**src/rtl/gate_test_sequencer.sv**
```systemverilog
// Self-checking stimulus controller for a 2-input combinational gate: sweeps
// all four input vectors, samples the gate after a settle time and tallies mismatches.
module gate_test_sequencer #(
    parameter logic [3:0] TRUTH_TABLE = 4'b1000,
    parameter int         SETTLE      = 2,
    parameter int         PASSES      = 1,
    parameter int         CNT_W       = 4
) (
    input  logic             clk,
    input  logic             rst_n,
    input  logic             start,
    input  logic             abort,
    input  logic             dut_c,
    output logic             dut_a,
    output logic             dut_b,
    output logic             busy,
    output logic             done,
    output logic             pass,
    output logic [CNT_W-1:0] err_count,
    output logic [1:0]       first_fail,
    output logic             first_fail_valid
);

    typedef enum logic [1:0] {
        S_IDLE,
        S_SETTLE,
        S_CHECK,
        S_DONE
    } state_t;

    localparam logic [7:0]       SETTLE_LAST = 8'(SETTLE - 1);
    localparam logic [7:0]       PASS_LAST   = 8'(PASSES - 1);
    localparam logic [CNT_W-1:0] ERR_MAX     = '1;

    state_t           state, state_nxt;
    logic [1:0]       idx, idx_nxt;
    logic [7:0]       pass_cnt, pass_cnt_nxt;
    logic [7:0]       settle_cnt, settle_cnt_nxt;
    logic             a_nxt, b_nxt;
    logic             pass_nxt;
    logic [CNT_W-1:0] err_nxt;
    logic [1:0]       ff_nxt;
    logic             ffv_nxt;

    assign busy = (state == S_SETTLE) || (state == S_CHECK);
    assign done = (state == S_DONE);

    always_comb begin
        state_nxt      = state;
        idx_nxt        = idx;
        pass_cnt_nxt   = pass_cnt;
        settle_cnt_nxt = settle_cnt;
        a_nxt          = dut_a;
        b_nxt          = dut_b;
        pass_nxt       = pass;
        err_nxt        = err_count;
        ff_nxt         = first_fail;
        ffv_nxt        = first_fail_valid;

        case (state)
            S_IDLE: begin
                if (start) begin
                    err_nxt        = '0;
                    pass_nxt       = 1'b0;
                    ff_nxt         = 2'b00;
                    ffv_nxt        = 1'b0;
                    idx_nxt        = 2'd0;
                    pass_cnt_nxt   = 8'd0;
                    settle_cnt_nxt = 8'd0;
                    a_nxt          = 1'b0;
                    b_nxt          = 1'b0;
                    state_nxt      = S_SETTLE;
                end
            end
            S_SETTLE: begin
                if (abort) begin
                    pass_nxt  = 1'b0;
                    a_nxt     = 1'b0;
                    b_nxt     = 1'b0;
                    state_nxt = S_IDLE;
                end else if (settle_cnt == SETTLE_LAST) begin
                    state_nxt = S_CHECK;
                end else begin
                    settle_cnt_nxt = settle_cnt + 8'd1;
                end
            end
            S_CHECK: begin
                // An abort here discards this cycle's comparison entirely.
                if (abort) begin
                    pass_nxt  = 1'b0;
                    a_nxt     = 1'b0;
                    b_nxt     = 1'b0;
                    state_nxt = S_IDLE;
                end else begin
                    if (dut_c != TRUTH_TABLE[idx]) begin
                        if (err_count != ERR_MAX) begin
                            err_nxt = err_count + 1'b1;
                        end
                        if (!first_fail_valid) begin
                            ff_nxt  = idx;
                            ffv_nxt = 1'b1;
                        end
                    end
                    if (idx != 2'd3) begin
                        idx_nxt          = idx + 2'd1;
                        {a_nxt, b_nxt}   = idx + 2'd1;
                        settle_cnt_nxt   = 8'd0;
                        state_nxt        = S_SETTLE;
                    end else if (pass_cnt != PASS_LAST) begin
                        pass_cnt_nxt   = pass_cnt + 8'd1;
                        idx_nxt        = 2'd0;
                        a_nxt          = 1'b0;
                        b_nxt          = 1'b0;
                        settle_cnt_nxt = 8'd0;
                        state_nxt      = S_SETTLE;
                    end else begin
                        // pass must already be valid during the DONE cycle
                        pass_nxt  = (err_nxt == '0);
                        state_nxt = S_DONE;
                    end
                end
            end
            S_DONE: begin
                state_nxt = S_IDLE;
            end
            default: begin
                state_nxt = S_IDLE;
            end
        endcase
    end

    always_ff @(posedge clk) begin
        if (!rst_n) begin
            state            <= S_IDLE;
            idx              <= 2'd0;
            pass_cnt         <= 8'd0;
            settle_cnt       <= 8'd0;
            dut_a            <= 1'b0;
            dut_b            <= 1'b0;
            pass             <= 1'b0;
            err_count        <= '0;
            first_fail       <= 2'b00;
            first_fail_valid <= 1'b0;
        end else begin
            state            <= state_nxt;
            idx              <= idx_nxt;
            pass_cnt         <= pass_cnt_nxt;
            settle_cnt       <= settle_cnt_nxt;
            dut_a            <= a_nxt;
            dut_b            <= b_nxt;
            pass             <= pass_nxt;
            err_count        <= err_nxt;
            first_fail       <= ff_nxt;
            first_fail_valid <= ffv_nxt;
        end
    end

endmodule

```
**config.mk**
```make
export PLATFORM = sky130hd
export DESIGN_NAME = gate_test_sequencer
export DESIGN_NICKNAME = d
export VERILOG_FILES = /design/src/rtl/gate_test_sequencer.sv
export SDC_FILE = /design/constraint.sdc
export NUM_CORES = 1
export LEC_CHECK = 0
export ABC_AREA = 1
export ABC_CLOCK_PERIOD_IN_PS = 2400
export CAP_MARGIN = 20
export CORE_MARGIN = 2
export CORE_UTILIZATION = 62
export DETAILED_ROUTE_END_ITERATION = 10
export HOLD_SLACK_MARGIN = 0.02
export PLACE_DENSITY_LB_ADDON = 0.2
export SYNTH_ARGS = -nofsm -noshare
export SYNTH_HDL_FRONTEND = slang
export SYNTH_SLANG_ARGS = --single-unit
```
**constraint.sdc**
```tcl
create_clock -name clk -period 2.4 [get_ports clk]
set_input_delay 0.48 -clock clk [delete_from_list [all_inputs] [get_ports clk]]
set_output_delay 0.48 -clock clk [all_outputs]
set_load 0.02 [all_outputs]
```
==> results.yml <==
run_status:
  status: "completed"
critical_path:
  arrival_ps: 1660
  required_ps: 1920
  r2r_end: "first_fail[1]"
  critical_path_peak_fanout: 4
  crit_type: "flip-flop to primary output"
  end_kind: "primary output"
  r2r-start: "state[0]"
  rrSetupSlack_ps: 530
  cp_cell_sequence: "inv_1 -> ha_1 -> clkdlybuf4s50_1"
  slowest_delay_ps: 590
  crit_path_top_delay_cell: "clkdlybuf4s50_1"
  cp-start-kind: "flip-flop"
  ff2ff_path_depth: 9
clocking:
  clock_sinks: 30
  cts_tree: "built"
  cts_hold_buf: 0
  cts_buffers: 5
  clock-root-buffer: "clkbuf_4"
  ctsResizeCount: 0
  clkLatencyLatePin_ps: 330
  clkTransAtPathRegs_ps: 90
  cts_max_level: 2
  post_cts_buffers: 0
  cts_buffer_depth: 2
timing:
  tightest_slew_ps: 377.3
  finalSetupTns_ps: 0
  fmaxAchievable_ghz: 0.4665
  fin_crit_ps: 2144
  hold_viol: 0
  clock_skew_ps: 8.295
  rsz0062_at_grt: "false"
  min_period_over_period_pct: 89.32
  slew_violations: 0
  slew_headroom_pct: 74.84
  final-setup-viol-count: 0
placement:
  place_area_um2: 2115
  portBuffers: 16
  hpwl_mm: 2.912
  gp_congestion: 0.8790
yosys:
  synth_adder_area_share_pct: 6.494
  synth-seq-area-share_pct: 31.17
  ys_warn_count: 0
  yosysTopAreaCell: "dfxtp_1"
  synth_cells: 283
  synthMuxAreaShare_pct: 0
  syn_area_um2: 1927
  synth_top_area_share_pct: 31.17
  synth_top_family_by_area: "simple AND/OR/NAND/NOR gates"
  synth-seq-cells: 30
  yosys.cell_types.count: 29
  synth_area_per_cell_um2: 6.809
  synth_nets: 298
  yosys-top-cells-area: "dfxtp_1 (31%), nand2_1 (13%), nand3_1 (8.3%), a21oi_1 (7.0%), inv_1 (6.8%)"
  synth-simple-area-share_pct: 40.45
  synth_compound_area_share_pct: 11.10
  synth_xor_area_share_pct: 1.364
drt:
  drcViolationCount: 0
  vias: 1783
  drt_iter0_drc: 109
  first_pass_iters: 5
  postRouteAntennaNets: 0
  viasPerCell: 5.275
  drt_wl_total_mm: 3.840
  wire_per_inst_um: 11.36
floorplan:
  start_util_pct: 64.17
  die_h_um: 59.75
  core-area_um2: 3003
  dieArea_um2: 3569
  ios: 17
  fp-row-count: 20
  chipWidth_um: 59.75
final_layout:
  n_antenna_cell: 0
  fin_nets: 320
  mostFrequentLayoutCells: "nand2_1 (65), inv_1 (35), nand3_1 (32)"
  drive_above_1_share_pct: 11.15
  final_common_cell: "nand2_1"
  syn_to_final_growth_pct: 13.96
  finalInstanceArea_um2: 2196
power:
  leakagePower_nw: 0.9367
  ir_drop_uv: 433.6
  pwr_density_cell_nw_per_um2: 587.3
global_route:
  grt_pass1_vias: 1623
  antenna_found_initial: 0
  grt_pass1_wl_mm: 6.596
  grt_max_degree: 15
  track_usage_pct: 23.93
  grt-ovfl-total: 0
min_path:
  whs_path_depth: 2
  min_to: "first_fail[1]"
  hold_start: "first_fail[1]"
  min_path_type: "flip-flop to flip-flop"
run:
  cap_viol_max_count: 0
[flip-flops by register name, indices dropped and copies added, names as in the netlist]
signal            cells
pass_cnt              8
settle_cnt            8
err_count             4
first_fail            2
idx                   2
state                 2
dut_a                 1
dut_b                 1
first_fail_valid      1
pass                  1
[worst max-delay path by stage]
stage / startpoint / cells past startpoint / end
after floorplan: state[0] / 10 / pass_cnt[4]
after global placement: abort / 10 / pass_cnt[4]
after detailed placement: abort / 9 / first_fail[0]
after CTS: state[0] / 3 / busy
after global routing: state[1] / 3 / busy
final: state[0] / 3 / busy
[cell type report]
cell class	instances	area [um^2]
clock buffers	6	51.30
clock inverters	1	30.03
fillers	262	807.0
inverters	40	152.6
multi-input cells	210	1145
flip-flops and latches	30	600.6
well taps	33	41.29
repair buffers	18	175.2
[cell usage after synthesis, drive strengths merged]
master	number
a21oi	30
dfxtp	30
clkbuf	2
ha	10
nor2	40
xor2	3
nor3	6
o21ai	9
inv	39
nor3b	3
nand4	5
buf	1
nand3	33
nand2	70
or2	1
clkinv	1
[logic make-up after synthesis]
family / after synthesis
AOI/OAI and AO/OA: 39
xor gates and xnor gates: 3
adders and majority gates: 10
buffers and inverters: 43
DFF: 30
and+or+nand+nor: 158
[power by group]
part | switching [W] | internal, W
sequential | 0.0000216 | 0.000519
combinational | 0.000220 | 0.000113
clock | 0.000173 | 0.000242
[metal layers]
metal,track usage [%],share of wire (%),wire length (um),vias up
met4,9.206,0.94,36,0
met5,0,0,0,-
met2,41.30,48,1862,30
met3,5.411,3.6,138,6
met1,28.59,47,1802,793
li1,-,-,-,954
[through the flow]
step                total power [W]  hold slack [ps]  instances  util, %  setup slack [ps]
detailed placement        0.0008844            461.3        331    70.42             342.8
finish                     0.001290            473.0        338    73.13             256.4
floorplan                 0.0008028            461.0        283        -             814.0
global route               0.001356            499.7        338    73.13             181.6
CTS                        0.001295            476.1        338    73.13             244.2
global placement          0.0008808            459.9        331    70.42             385.0
[critical path: cells and delay by family (launching register included)]
family,cells,cell delay (ps)
flip-flops,1,390
adder cells (fa/ha/maj),1,280
buffers and inverters,2,670
(Power assumes the default switching activity.)
